`src/rtl/mips_defs.sv`:
```
// rtl/mips_defs.sv - shared opcode, FSM state and bubble constants for the MIPS core
package mips_defs;

    // Memory opcodes (Instr[31:26])
    localparam logic [5:0] OP_LW  = 6'b100011;
    localparam logic [5:0] OP_LH  = 6'b100001;
    localparam logic [5:0] OP_LHU = 6'b100101;
    localparam logic [5:0] OP_LB  = 6'b100000;
    localparam logic [5:0] OP_LBU = 6'b100100;
    localparam logic [5:0] OP_SW  = 6'b101011;
    localparam logic [5:0] OP_SH  = 6'b101001;
    localparam logic [5:0] OP_SB  = 6'b101000;

    // MEM stage bus FSM encoding
    localparam logic [0:0] ST_IDLE = 1'b0;
    localparam logic [0:0] ST_BUSY = 1'b1;

    // Bubble instruction word
    localparam logic [31:0] INSTR_NOP = 32'h0;

endpackage

```
`src/rtl/load_store_align.sv`:
```
// rtl/load_store_align.sv - opcode decode, byte-lane alignment and load extension
module load_store_align
    import mips_defs::*;
(
    input  logic [5:0]  i_opcode,
    input  logic [1:0]  i_addr,
    input  logic [31:0] i_wdata,
    input  logic [31:0] i_rdata,
    output logic        o_is_load,
    output logic        o_is_store,
    output logic        o_misaligned,
    output logic [3:0]  o_be,
    output logic [31:0] o_wdata,
    output logic [31:0] o_ext_rdata
);

    logic [7:0]  w_byte;
    logic [15:0] w_half;

    // Little-endian lane pick from the read word
    always_comb begin
        w_half = i_addr[1] ? i_rdata[31:16] : i_rdata[15:0];
        case (i_addr)
            2'd0:    w_byte = i_rdata[7:0];
            2'd1:    w_byte = i_rdata[15:8];
            2'd2:    w_byte = i_rdata[23:16];
            default: w_byte = i_rdata[31:24];
        endcase
    end

    // Decode; ext_rdata stays 0 for anything that is not a load so X read data never leaks
    always_comb begin
        o_is_load    = 1'b0;
        o_is_store   = 1'b0;
        o_misaligned = 1'b0;
        o_be         = 4'b0000;
        o_wdata      = 32'h0;
        o_ext_rdata  = 32'h0;
        case (i_opcode)
            OP_LW: begin
                o_is_load    = 1'b1;
                o_misaligned = (i_addr != 2'b00);
                o_be         = 4'b1111;
                o_ext_rdata  = i_rdata;
            end
            OP_LH: begin
                o_is_load    = 1'b1;
                o_misaligned = i_addr[0];
                o_be         = 4'b1111;
                o_ext_rdata  = {{16{w_half[15]}}, w_half};
            end
            OP_LHU: begin
                o_is_load    = 1'b1;
                o_misaligned = i_addr[0];
                o_be         = 4'b1111;
                o_ext_rdata  = {16'h0, w_half};
            end
            OP_LB: begin
                o_is_load    = 1'b1;
                o_be         = 4'b1111;
                o_ext_rdata  = {{24{w_byte[7]}}, w_byte};
            end
            OP_LBU: begin
                o_is_load    = 1'b1;
                o_be         = 4'b1111;
                o_ext_rdata  = {24'h0, w_byte};
            end
            OP_SW: begin
                o_is_store   = 1'b1;
                o_misaligned = (i_addr != 2'b00);
                o_be         = 4'b1111;
                o_wdata      = i_wdata;
            end
            OP_SH: begin
                o_is_store   = 1'b1;
                o_misaligned = i_addr[0];
                o_be         = i_addr[1] ? 4'b1100 : 4'b0011;
                o_wdata      = {2{i_wdata[15:0]}};
            end
            OP_SB: begin
                o_is_store   = 1'b1;
                o_be         = 4'b0001 << i_addr;
                o_wdata      = {4{i_wdata[7:0]}};
            end
            default: ;
        endcase
    end

endmodule

```
`src/rtl/mem_stage.sv`:
```
// rtl/mem_stage.sv - MEM pipeline stage: data-memory handshake, MEM/WB register, stall counter
module mem_stage
    import mips_defs::*;
#(
    parameter int SCNT_W = 16
) (
    input  logic              clk,
    input  logic              reset,
    input  logic [31:0]       PC3,
    input  logic [31:0]       Instr3,
    input  logic [31:0]       Result3,
    input  logic [31:0]       WriteData3,
    output logic [31:0]       PC4,
    output logic [31:0]       Instr4,
    output logic [31:0]       Result4,
    output logic [31:0]       RD4,
    output logic              mem_exc4,
    output logic              stall_mem,
    output logic              dm_req,
    output logic              dm_we,
    output logic [31:0]       dm_addr,
    output logic [3:0]        dm_be,
    output logic [31:0]       dm_wdata,
    input  logic [31:0]       dm_rdata,
    input  logic              dm_ack,
    output logic [SCNT_W-1:0] stall_cycles
);

    logic [0:0]        r_state;
    logic [31:0]       r_hold_addr;
    logic [3:0]        r_hold_be;
    logic [31:0]       r_hold_wdata;
    logic              r_hold_we;
    logic [5:0]        r_hold_op;
    logic [1:0]        r_hold_lo;
    logic [31:0]       r_pc4;
    logic [31:0]       r_instr4;
    logic [31:0]       r_result4;
    logic [31:0]       r_rd4;
    logic              r_exc4;
    logic [SCNT_W-1:0] r_cnt;

    logic              w_busy;
    logic [5:0]        w_align_op;
    logic [1:0]        w_align_lo;
    logic              w_is_load;
    logic              w_is_store;
    logic              w_mis;
    logic [3:0]        w_be;
    logic [31:0]       w_wdata;
    logic [31:0]       w_ext;
    logic              w_mem_op;
    logic              w_exc;
    logic              w_req;
    logic              w_we;
    logic [31:0]       w_addr;
    logic [3:0]        w_bus_be;
    logic [31:0]       w_bus_wdata;
    logic              w_stall;
    logic              w_done;

    assign w_busy = (r_state == ST_BUSY);

    // While waiting, decode the held access so load extension is independent of upstream
    assign w_align_op = w_busy ? r_hold_op : Instr3[31:26];
    assign w_align_lo = w_busy ? r_hold_lo : Result3[1:0];

    load_store_align u_align (
        .i_opcode     (w_align_op),
        .i_addr       (w_align_lo),
        .i_wdata      (WriteData3),
        .i_rdata      (dm_rdata),
        .o_is_load    (w_is_load),
        .o_is_store   (w_is_store),
        .o_misaligned (w_mis),
        .o_be         (w_be),
        .o_wdata      (w_wdata),
        .o_ext_rdata  (w_ext)
    );

    assign w_mem_op = (w_is_load | w_is_store) & ~w_mis;
    assign w_exc    = ~w_busy & (w_is_load | w_is_store) & w_mis;

    // Bus drive: live decode in IDLE, hold registers in BUSY; reset forces the bus idle at once
    always_comb begin
        w_req       = 1'b0;
        w_we        = 1'b0;
        w_addr      = 32'h0;
        w_bus_be    = 4'b0000;
        w_bus_wdata = 32'h0;
        w_stall     = 1'b0;
        w_done      = 1'b0;
        if (!reset) begin
            if (w_busy) begin
                w_req       = 1'b1;
                w_we        = r_hold_we;
                w_addr      = r_hold_addr;
                w_bus_be    = r_hold_be;
                w_bus_wdata = r_hold_wdata;
                w_stall     = ~dm_ack;
                w_done      = dm_ack;
            end else if (w_mem_op) begin
                w_req       = 1'b1;
                w_we        = w_is_store;
                w_addr      = {Result3[31:2], 2'b00};
                w_bus_be    = w_be;
                w_bus_wdata = w_wdata;
                w_stall     = ~dm_ack;
                w_done      = dm_ack;
            end
        end
    end

    assign dm_req       = w_req;
    assign dm_we        = w_we;
    assign dm_addr      = w_addr;
    assign dm_be        = w_bus_be;
    assign dm_wdata     = w_bus_wdata;
    assign stall_mem    = w_stall;
    assign PC4          = r_pc4;
    assign Instr4       = r_instr4;
    assign Result4      = r_result4;
    assign RD4          = r_rd4;
    assign mem_exc4     = r_exc4;
    assign stall_cycles = r_cnt;

    // FSM and hold registers: capture the access the first cycle it is not acknowledged
    always_ff @(posedge clk or posedge reset) begin
        if (reset) begin
            r_state      <= ST_IDLE;
            r_hold_addr  <= 32'h0;
            r_hold_be    <= 4'b0000;
            r_hold_wdata <= 32'h0;
            r_hold_we    <= 1'b0;
            r_hold_op    <= 6'h0;
            r_hold_lo    <= 2'b00;
        end else begin
            case (r_state)
                ST_IDLE: begin
                    if (w_mem_op && !dm_ack) begin
                        r_state      <= ST_BUSY;
                        r_hold_addr  <= w_addr;
                        r_hold_be    <= w_bus_be;
                        r_hold_wdata <= w_bus_wdata;
                        r_hold_we    <= w_we;
                        r_hold_op    <= Instr3[31:26];
                        r_hold_lo    <= Result3[1:0];
                    end
                end
                default: begin
                    if (dm_ack) begin
                        r_state <= ST_IDLE;
                    end
                end
            endcase
        end
    end

    // MEM/WB register: bubble while stalled, exception bubble on misalignment
    always_ff @(posedge clk or posedge reset) begin
        if (reset) begin
            r_pc4     <= 32'h0;
            r_instr4  <= INSTR_NOP;
            r_result4 <= 32'h0;
            r_rd4     <= 32'h0;
            r_exc4    <= 1'b0;
        end else if (w_stall) begin
            r_pc4     <= 32'h0;
            r_instr4  <= INSTR_NOP;
            r_result4 <= 32'h0;
            r_rd4     <= 32'h0;
            r_exc4    <= 1'b0;
        end else if (w_exc) begin
            r_pc4     <= PC3;
            r_instr4  <= INSTR_NOP;
            r_result4 <= 32'h0;
            r_rd4     <= 32'h0;
            r_exc4    <= 1'b1;
        end else begin
            r_pc4     <= PC3;
            r_instr4  <= Instr3;
            r_result4 <= Result3;
            r_rd4     <= (w_done && w_is_load) ? w_ext : 32'h0;
            r_exc4    <= 1'b0;
        end
    end

    // Saturating count of stalled cycles
    always_ff @(posedge clk or posedge reset) begin
        if (reset) begin
            r_cnt <= '0;
        end else if (w_stall && (r_cnt != {SCNT_W{1'b1}})) begin
            r_cnt <= r_cnt + SCNT_W'(1);
        end
    end

endmodule
```
`config.mk`:
```
export PLATFORM = sky130hd
export DESIGN_NAME = mem_stage
export DESIGN_NICKNAME = d
export VERILOG_FILES = /design/src/rtl/mips_defs.sv /design/src/rtl/load_store_align.sv /design/src/rtl/mem_stage.sv
export SDC_FILE = /design/constraint.sdc
export NUM_CORES = 1
export LEC_CHECK = 0
export ABC_AREA = 1
export CAP_MARGIN = 10
export CORE_AREA = 2 2 153 155
export CTS_CLUSTER_SIZE = 12
export DETAILED_ROUTE_END_ITERATION = 10
export DIE_AREA = 0 0 155 157
export PLACE_DENSITY = 0.82
export SLEW_MARGIN = 20
export SYNTH_ARGS = -nofsm -noshare
export SYNTH_HDL_FRONTEND = slang
export SYNTH_HIERARCHICAL = 1
export SYNTH_SLANG_ARGS = --single-unit
```
`constraint.sdc`:
```
create_clock -name clk -period 11 [get_ports clk]
set_input_delay 1.65 -clock clk [delete_from_list [all_inputs] [get_ports clk]]
set_output_delay 1.65 -clock clk [all_outputs]
set_load 0.02 [all_outputs]
```
Word level (Yosys, flattened, before mapping)
Cells that the tools add are included.
- $add $sub $neg: 1
- multipliers: 0
- reductions and logical operators: 12
- divide/modulo/power cells: 0
- bitwise logic cells: 7
- equality and inequality tests: 11
- multiplexer cells: 45
- magnitude comparators: 0
- shift operators: 1
- operators with widths (kind ; number):
    $mux 32 ; 14
    $pmux 32 s5 ; 1
    $pmux 32 s3 ; 1
    $eq 6x6->1 const B ; 8
    $pmux 8 s3 ; 1
    $mux 1 ; 19
    $add 16x1->16 const B ; 1
    $mux 16 ; 1
    $mux 4 ; 4
    $ne 16x16->1 const B ; 1
    $pmux 4 s3 ; 1
    $mux 6 ; 1
    $reduce_or 3->1 ; 2
    $reduce_or 6->1 ; 1
    $reduce_or 5->1 ; 1
    $shl 1x2->4 const A ; 1
    $and 1x1->1 ; 3
    $logic_and 1x1->1 ; 3
    $not 1->1 ; 3
    $eq 2x1->1 const B ; 1
    $eq 2x2->1 const B ; 1
    $logic_not 2->1 ; 1
    $mux 2 ; 1
    $pmux 1 s2 ; 1
    other kinds (5) ; 5
- bits in latches: 0
- memories kept: 0
- register bits: 223
- memory bits (read-only): 0
- bits in writable memories: 0
- output and inout port bits: 216
- word-level logic and storage cells: 90

Logic depth before layout (Yosys ltp)
Gate-level depths: netlist (run 1).
- depth after elaboration: 13
- depth in mapped cells: 23
- gate-level depth less buffers: 16

Hierarchy
Netlist (run 1), hierarchy kept.
- by module, submodules not included (module ; times used ; cells each ; area each (um^2)):
    mem_stage ; 1 ; 1148 ; 9560.4
    load_store_align ; 1 ; 341 ; 1657.8

Worst setup path before layout (run 1)
OpenSTA, ideal clock, no wires.
- kind: input to output
- start point: in reset
- end point: out dm_addr[20]
- setup slack: 4.033 ns
- buffers on the path: 2
- data required time: 9.350 ns
- stages on the path: 5
- arrival time: 5.317 ns
- cell sequence: inv_2 > buf_2 > buf_2 > nand3_1 > nand2_1
- word-level cells in the longest chain between the ends: 1
- ends and longest elaborated chain (item ; RTL line ; RTL):
    start: declaration ; mem_stage.sv:8 ; input logic reset,
    $mux 32 ; mem_stage.sv:93 ; if (!reset) begin
    end: declaration ; mem_stage.sv:21 ; output logic [31:0] dm_addr,
No other way between the ends.

Final worst setup path (run 1)
- start point: in Instr3[29]
- end point: out dm_we
- word-level cells in the longest chain between the ends: 9
- elaborated cells on any way between the ends: 22
- ends and longest elaborated chain (item ; RTL line ; RTL):
    start: declaration ; mem_stage.sv:10 ; input logic [31:0] Instr3,
    $mux 6 * ; mem_stage.sv:65 ; assign w_align_op = w_busy ? r_hold_op : Instr3[31:26];
    net w_align_op[3] ; mem_stage.sv:44 ; logic [5:0] w_align_op;
    $eq 6x6->1 ; load_store_align.sv:39 ; case (i_opcode)
    $reduce_or 3->1 (no source line) * ; n/a ;
    $mux 1 * ; load_store_align.sv:39 ;
    net w_is_store ; mem_stage.sv:47 ; logic w_is_store;
    $or 1x1->1 ; mem_stage.sv:81 ; assign w_mem_op = (w_is_load | w_is_store) & ~w_mis;
    $and 1x1->1 ; mem_stage.sv:81 ;
    $mux 1 * ; mem_stage.sv:102 ; end else if (w_mem_op) begin
    $mux 1 * ; mem_stage.sv:94 ; if (w_busy) begin
    $mux 1 * ; mem_stage.sv:93 ;
    end: declaration ; mem_stage.sv:20 ; output logic dm_we,
The timed path passes the listed nets; every way through them passes the cells marked *.

==> results of run 1 <==
## critical path, cell delays in order
cell and delay [ns]:
clkdlybuf4s50_1 0.50, inv_1 0.07, o21ai_2 0.12, buf_4 0.33, inv_2 0.36, nor2_1 0.73, nand2_2 0.40, nand2_1 0.19
inv_1 0.05, nand2_1 0.08, nand2_2 0.09, nor2_4 0.32, buf_4 0.55, nand2_1 0.15, a21oi_1 0.15, clkdlybuf4s50_1 0.71
## sequential cells by signal, summed over array words and instances, names as in the netlist
name and cells:
Instr4 32, PC4 32, RD4 32, Result4 32
r_hold_addr 32, r_hold_wdata 32, stall_cycles 16, r_hold_op 6
r_hold_be 4, r_hold_lo 2, mem_exc4 1, r_hold_we 1
r_state 1
## cell usage in the layout (no fill, tap or decap), drive strengths merged, types with 5 or more instances in the layout
cell           count
a21oi             20
buf               12
clkbuf            37
clkdlybuf4s50    378
dfrtp            223
inv              191
nand2            454
nand3            347
nand4             12
nor2              72
o21ai             58
xor2               5
## path summary, 6_finish.rpt
path	startpoint	endpoint	slack, ns	depth (start not counted)
min in group asynchronous	reset	r_hold_be[2]	1.91	2
hold reg to reg	r_hold_addr[1]	r_hold_addr[1]	0.47	2
setup reg to reg	r_state	r_hold_op[1]	5.58	16
hold / removal	r_hold_addr[1]	r_hold_addr[1]	0.47	2
setup / recovery	Instr3[29]	dm_we	2.87	16
max in group asynchronous	reset	r_hold_addr[16]	7.62	3
## report_power, final
group | internal (uW) | leakage, uW | switching (uW)
Sequential | 899 | 0.00289 | 41.3
Clock | 447 | 0.000368 | 326
Combinational | 224 | 0.00476 | 375
## cell families after synthesis
logic type,share of synthesized area (%)
DFF,49.7
and+or+nand+nor,34.6
AOI/OAI and AO/OA,3.55
adders and majority gates,0.112
buffers and inverters,11.4
xor gates and xnor gates,0.625
## final cells by class
| cell class | count | area [sq um] | area share (%) |
|---|---|---|---|
| Clock inverter | 3 | 30.0 | 0.191 |
| Sequential cell | 223 | 5580 | 35.6 |
| Inverter | 192 | 728 | 4.64 |
| Clock buffer | 37 | 719 | 4.59 |
| Multi-Input combinational cell | 976 | 4380 | 27.9 |
| Timing Repair Buffer | 390 | 3890 | 24.8 |
| Antenna cell | 1 | 2.50 | 0.0160 |
| Tap cell | 285 | 357 | 2.27 |
## stage by stage
step	worst slack [ns]	util (%)	power [uW]
floorplan	4.03	-	1300
finish	2.87	69.7	2310
global route	2.53	69.7	2420
global placement	3.12	66.4	1530
CTS	2.97	69.7	2320
detailed placement	2.95	66.4	1550
## per-layer routing
metal  global-route usage, %  vias to the layer above
li1                        -                     5313
met1                    36.3                     5234
met2                    49.4                      610
met3                    6.86                      104
met4                    13.0                        0
met5                       0                        -
==> summary.md, run 1 <==
| Metric | Value |
|---|---|
| Dominant cells by area after synthesis | dfrtp_1, nand3_1, nand2_1 |
| Flop and latch count out of synthesis | 223 |
| Fraction of registers with async set/reset | 100% |
| Cell with the most instances after synthesis | nand2_1 |
| Layout Area Growth over Synthesis | 39.8% |
| Relative max-transition margin | 24.5% |
| Post-CTS setup buffer count | 0 |
| CP Launch Type | input port |
| Routability cong. | 0.939 |
| Die Y | 157 um |
| Slew @ Worst Pin | 1.13 ns |
| Synthesized cell area | 11200 sq um |
| Post_cts resized | 0 |
| Post-Layout Cell Count | 2107 |
| Hold_buf cts | 0 |
| Worst Path Required | 9.35 ns |
| CTS H-Tree Depth | 1 |
| Core area | 22500 sq um |
| Port Buffer Count | 378 |
| Initial DRC count | 970 |
| Final hold slack | 0.466 ns |
| Mean routed wirelength per cell | 17.4 um |
| Sequential-to-total area share from yosys stat | 49.7% |
| Cell count after synthesis | 1489 |
| # IOs | 379 |
| Antenna violations before repair | 0 |
| Setup crit end kind | primary output |
| Wire length on met1 | 13900 um |
| Peak VDD IR | 99.1 uV |
| DR top layer | met4 |
| Maximum operating frequency | 123 MHz |
| Post-synthesis average cell area | 7.53 sq um |
| Status | finished, final reports clean |
| Worst-skew pair later-pin latency | 0.52 ns |
| CTS tree | done |
| Placement Rows | 55 |
| Clk root buf | clkbuf_16 |
| Remaining global-route overflow | 0 |
| Final setup violation count | 0 |
| Post-Place Cell Area | 14900 sq um |
| Post-route DRC | 0 |
| Worst setup path class | in -> out |
| Synth top area share | 49.7% |
| Die ar. | 24300 sq um |
| # clock sinks | 223 |
| CTS Buffer Depth | 3 |
| Met2 wire len | 17700 um |
| Max Cap Viol | 0 |
| Design area | 15700 sq um |
| Leak | 0.00801 uW |
| Power per cell area | 147 nW/um^2 |
| Antenna Nets Post-Route | 0 |
| Total Routing Usage GR | 29.4% |
| Detailed-router iteration count before antenna repair | 6 |
| Final wirelength | 36600 um |
| Synth cell types | 27 |
| Filler instances | 1754 |
| Synth Flop Type | dfrtp_1 |
| Number of synthesized flops with an enable pin | 0 |
| Total number of vias | 11300 |
| RSZ-0062 raised after global routing | false |
| DP HPWL | 25800 um |
| Layout cells sized above 1 | 3.84% |
| Syn_nets | 1653 |
| Synth cell count leaders | nand2_1, nand3_1, dfrtp_1 |
| CTS Buf Count | 24 |
| Largest net degree at the start of global routing | 223 |
| Final worst path period need | 8.13 ns |
| Clock-pin slew on the worst setup and hold paths | 0.06 ns |
| Slew Limit Fails | 0 |
| Period utilisation layout | 73.9% |
| Global-route wire length before repair | 57000 um |
| Final TNS setup | 0 ns |
| Initial Util | 49.9% |
| Via density | 5.34 |
| Skew final | 0.0134 ns |
| Vias in the first global route | 10700 |
| NumNets Final | 1971 |
| Die X | 155 um |
| Hold Crit Class | reg -> reg |
| Synth Warn # | 6 |
| WL met3 | 3430 um |
| Inst Count DP | 2066 |
| Final Hold Fails | 0 |
| Top cell type by total area after synthesis | dfrtp_1 |
| Critical path arrival | 6.48 ns |
| Worst-path fanout max | 52 |
Note: power is estimated with default switching activity, not from simulation.
==> run 2, diff against run 1 <==
--- a/config.mk
+++ b/config.mk
@@ -7,11 +7,11 @@
 export LEC_CHECK = 0
 export ABC_AREA = 1
 export CAP_MARGIN = 10
-export CORE_AREA = 2 2 153 155
+export CORE_AREA = 2 2 167 169
 export CTS_CLUSTER_SIZE = 12
 export DETAILED_ROUTE_END_ITERATION = 10
-export DIE_AREA = 0 0 155 157
-export PLACE_DENSITY = 0.82
+export DIE_AREA = 0 0 169 171
+export PLACE_DENSITY = 0.73
 export SLEW_MARGIN = 20
 export SYNTH_ARGS = -nofsm -noshare
 export SYNTH_HDL_FRONTEND = slang
==> constraint.sdc (replaced) <==
create_clock -name clk -period 6.75 [get_ports clk]
set_input_delay 1.0125 -clock clk [delete_from_list [all_inputs] [get_ports clk]]
set_output_delay 1.0125 -clock clk [all_outputs]
set_load 0.02 [all_outputs]
==> summary.md, run 2 (same netlist as run 1, synthesis figures left out) <==
| Metric | Value |
|---|---|
| Status | finished, final reports clean (unchanged) |
| Final Hold Fails | 0 (unchanged) |
| CTS tree | done (unchanged) |
| Initial Util | 41.1% (was 49.9%) |
| Filler instances | 2490 (was 1754) |
| Worst-path fanout max | 35 (was 52) |
| Gate power share | 24.2% (was 25.9%) |
| RSZ-0062 raised after global routing | false (unchanged) |
| CTS Buffer Depth | 3 (unchanged) |
| Sw Ratio | 31.3% (was 32.1%) |
| Period utilisation layout | 88.4% |
| Remaining global-route overflow | 0 (unchanged) |
| Power per cell area | 247 nW/um^2 (was 147 nW/um^2) |
| Sequential Area | 5580 sq um (about the same) |
| Worst Path Required | 5.74 ns (was 9.35 ns) |
| Total Routing Usage GR | 24.5% (was 29.4%) |
| Die ar. | 28900 sq um (was 24300 sq um) |
| Clock-pin slew on the worst setup and hold paths | 0.05 ns (was 0.06 ns) |
| Antenna Nets Post-Route | 0 (unchanged) |
| Slew @ Worst Pin | 1.05 ns (was 1.13 ns) |
| Delay of the slowest critical-path stage | 0.67 ns (was 0.73 ns) |
| Worst-skew pair later-pin latency | 0.52 ns (about the same) |
| Post-CTS setup buffer count | 0 (unchanged) |
| Setup crit end kind | primary output (unchanged) |
| Internal power | 2710 uW (was 1570 uW) |
| Peak VDD IR | 136 uV (was 99.1 uV) |
| Mean routed wirelength per cell | 16.9 um (was 17.4 um) |
| Leak | 0.00810 uW (was 0.00801 uW) |
| Die Y | 171 um (was 157 um) |
| P_sw | 1240 uW (was 742 uW) |
| Slew Limit Fails | 0 (unchanged) |
| Worst setup path class | in -> out (unchanged) |
| Layout Area Growth over Synthesis | 42.1% (was 39.8%) |
| Routability cong. | 0.890 (was 0.939) |
| Final worst path period need | 5.97 ns |
| # IOs | 379 (unchanged) |
| Final wirelength | 36800 um (was 36600 um) |
| DP HPWL | 25300 um (was 25800 um) |
| Critical Path Slowest Stage Cell | clkdlybuf4s50_1 (was nor2_1) |
| Largest net degree at the start of global routing | 163 (was 223) |
| Via density | 5.15 (was 5.34) |
| Hold Crit Class | reg -> reg (unchanged) |
| Post-Place Cell Area | 15100 sq um (was 14900 sq um) |
| CTS Buf Count | 26 (was 24) |
| Skew final | 0.00957 ns (was 0.0134 ns) |
| Design area | 15900 sq um (was 15700 sq um) |
| Hold_buf cts | 0 (unchanged) |
| Post-route DRC | 0 (unchanged) |
| Detailed-router iteration count before antenna repair | 6 (unchanged) |
| Core area | 27300 sq um (was 22500 sq um) |
| Multi-input gate area | 4380 sq um (unchanged) |
| Final setup violation count | 0 (unchanged) |
| CP Launch Type | input port (unchanged) |
| Util after Layout | 58.3% (was 69.7%) |
| Final Worst Setup Slack | 0.782 ns (was 2.87 ns) |
| Total number of vias | 11200 (was 11300) |
| Relative max-transition margin | 30.1% (was 24.5%) |
| Global-route wire length before repair | 56900 um (was 57000 um) |
| NumNets Final | 1980 (was 1971) |
| # clock sinks | 223 (unchanged) |
| Seq pwr share | 39.5% (was 40.7%) |
| Placement Rows | 61 (was 55) |
| Die X | 169 um (was 155 um) |
| Critical path arrival | 4.96 ns (was 6.48 ns) |
| Maximum operating frequency | 168 MHz |
| Final TNS setup | 0 ns (unchanged) |
| Clock share of power | 36.3% (was 33.4%) |
| Post_cts resized | 0 (unchanged) |
| Commonest cells after routing, fill and taps aside | nand2_1, clkdlybuf4s50_1, nand3_1 (unchanged) |
| Most common cell after layout, fill and taps aside | nand2_1 (unchanged) |
| Port Buffer Count | 378 (unchanged) |
| Vias in the first global route | 10500 (was 10700) |
| Max Cap Viol | 0 (unchanged) |
| Clk root buf | clkbuf_16 (unchanged) |
| Setup WS pre-CTS | 0.828 ns (was 2.95 ns) |
| Layout cells sized above 1 | 4.58% (was 3.84%) |
| CTS H-Tree Depth | 1 (unchanged) |
| Initial DRC count | 998 (was 970) |
| Antenna violations before repair | 0 (unchanged) |
| Tot Pwr | 3940 uW (was 2310 uW) |
| Antenna Cells | 0 (was 1) |
| Cells along the critical path | clkdlybuf4s50_1, inv_1, o21ai_0, nand2_2, nor3_4, nand2_2, nand2_1, inv_1, nand2_1, nand2_2, nor2_4, buf_4, nand3_1, nand2_1, clkdlybuf4s50_1 (was clkdlybuf4s50_1, inv_1, o21ai_2, buf_4, inv_2, nor2_1, nand2_2, nand2_1, inv_1, nand2_1, nand2_2, nor2_4, buf_4, nand2_1, a21oi_1, clkdlybuf4s50_1) |
-- run 2: changes by cell type in the layout (fill, tap and decap cells not counted), sizes merged --
cell and delta:
clkinv +2, clkbuf -2, bufinv +3, buf +7
diode -1, clkinvlp +3
-- run 2: critical path, delay by kind of cell --
kind / cells / cell delay, ns
compound gates: 1 / 0.63
simple gates: 9 / 1.60
buf+inv: 5 / 1.71
-- run 2: power by group through the flow --
| stage | sequential, uW | clock, uW | combinational (uW) |
|---|---|---|---|
| after floorplan | 1630 | 0 | 489 |
| after global placement | 1580 | 0 | 936 |
| after detailed placement | 1580 | 0 | 950 |
| after CTS | 1560 | 1460 | 956 |
| after global routing | 1570 | 1530 | 1040 |
| final | 1560 | 1430 | 956 |
-- run 2: area by class of cell --
type	count	share of cell area (%)
multi-input combinational	976	27.5
tap	346	2.72
timing repair buffer	397	24.7
clock buffer	35	4.61
inverter	192	4.58
sequential	223	35.0
clock inverter	11	0.863
-- run 2: path summary, 6_finish.rpt --
check                                from              end  slack, ns  depth (start not counted)
setup / recovery               Instr3[26]      dm_addr[30]       0.78                         15
hold reg to reg            r_hold_addr[1]   r_hold_addr[1]       0.48                          2
min in group asynchronous           reset     r_hold_be[3]       1.32                          2
setup reg to reg                  r_state  stall_cycles[3]       1.95                         15
max in group asynchronous           reset           RD4[3]       3.87                          4
hold / removal             r_hold_addr[1]   r_hold_addr[1]       0.48                          2
-- run 2: stage by stage --
step / cells / hold slack, ns
2_1_floorplan: 1489 / 0.436
3_3_place_gp: 2134 / 0.449
3_5_place_dp: 2134 / 0.456
4_1_cts: 2180 / 0.470
5_1_grt: 2180 / 0.496
6_report: 2180 / 0.475
-- run 2: layer usage --
metal	vias up	part of all wire (%)	track usage, %
li1	5339	-	-
met3	76	8.8	4.28
met4	0	2.8	7.88
met1	5255	41	32.3
met5	-	0	0
met2	559	48	41.1
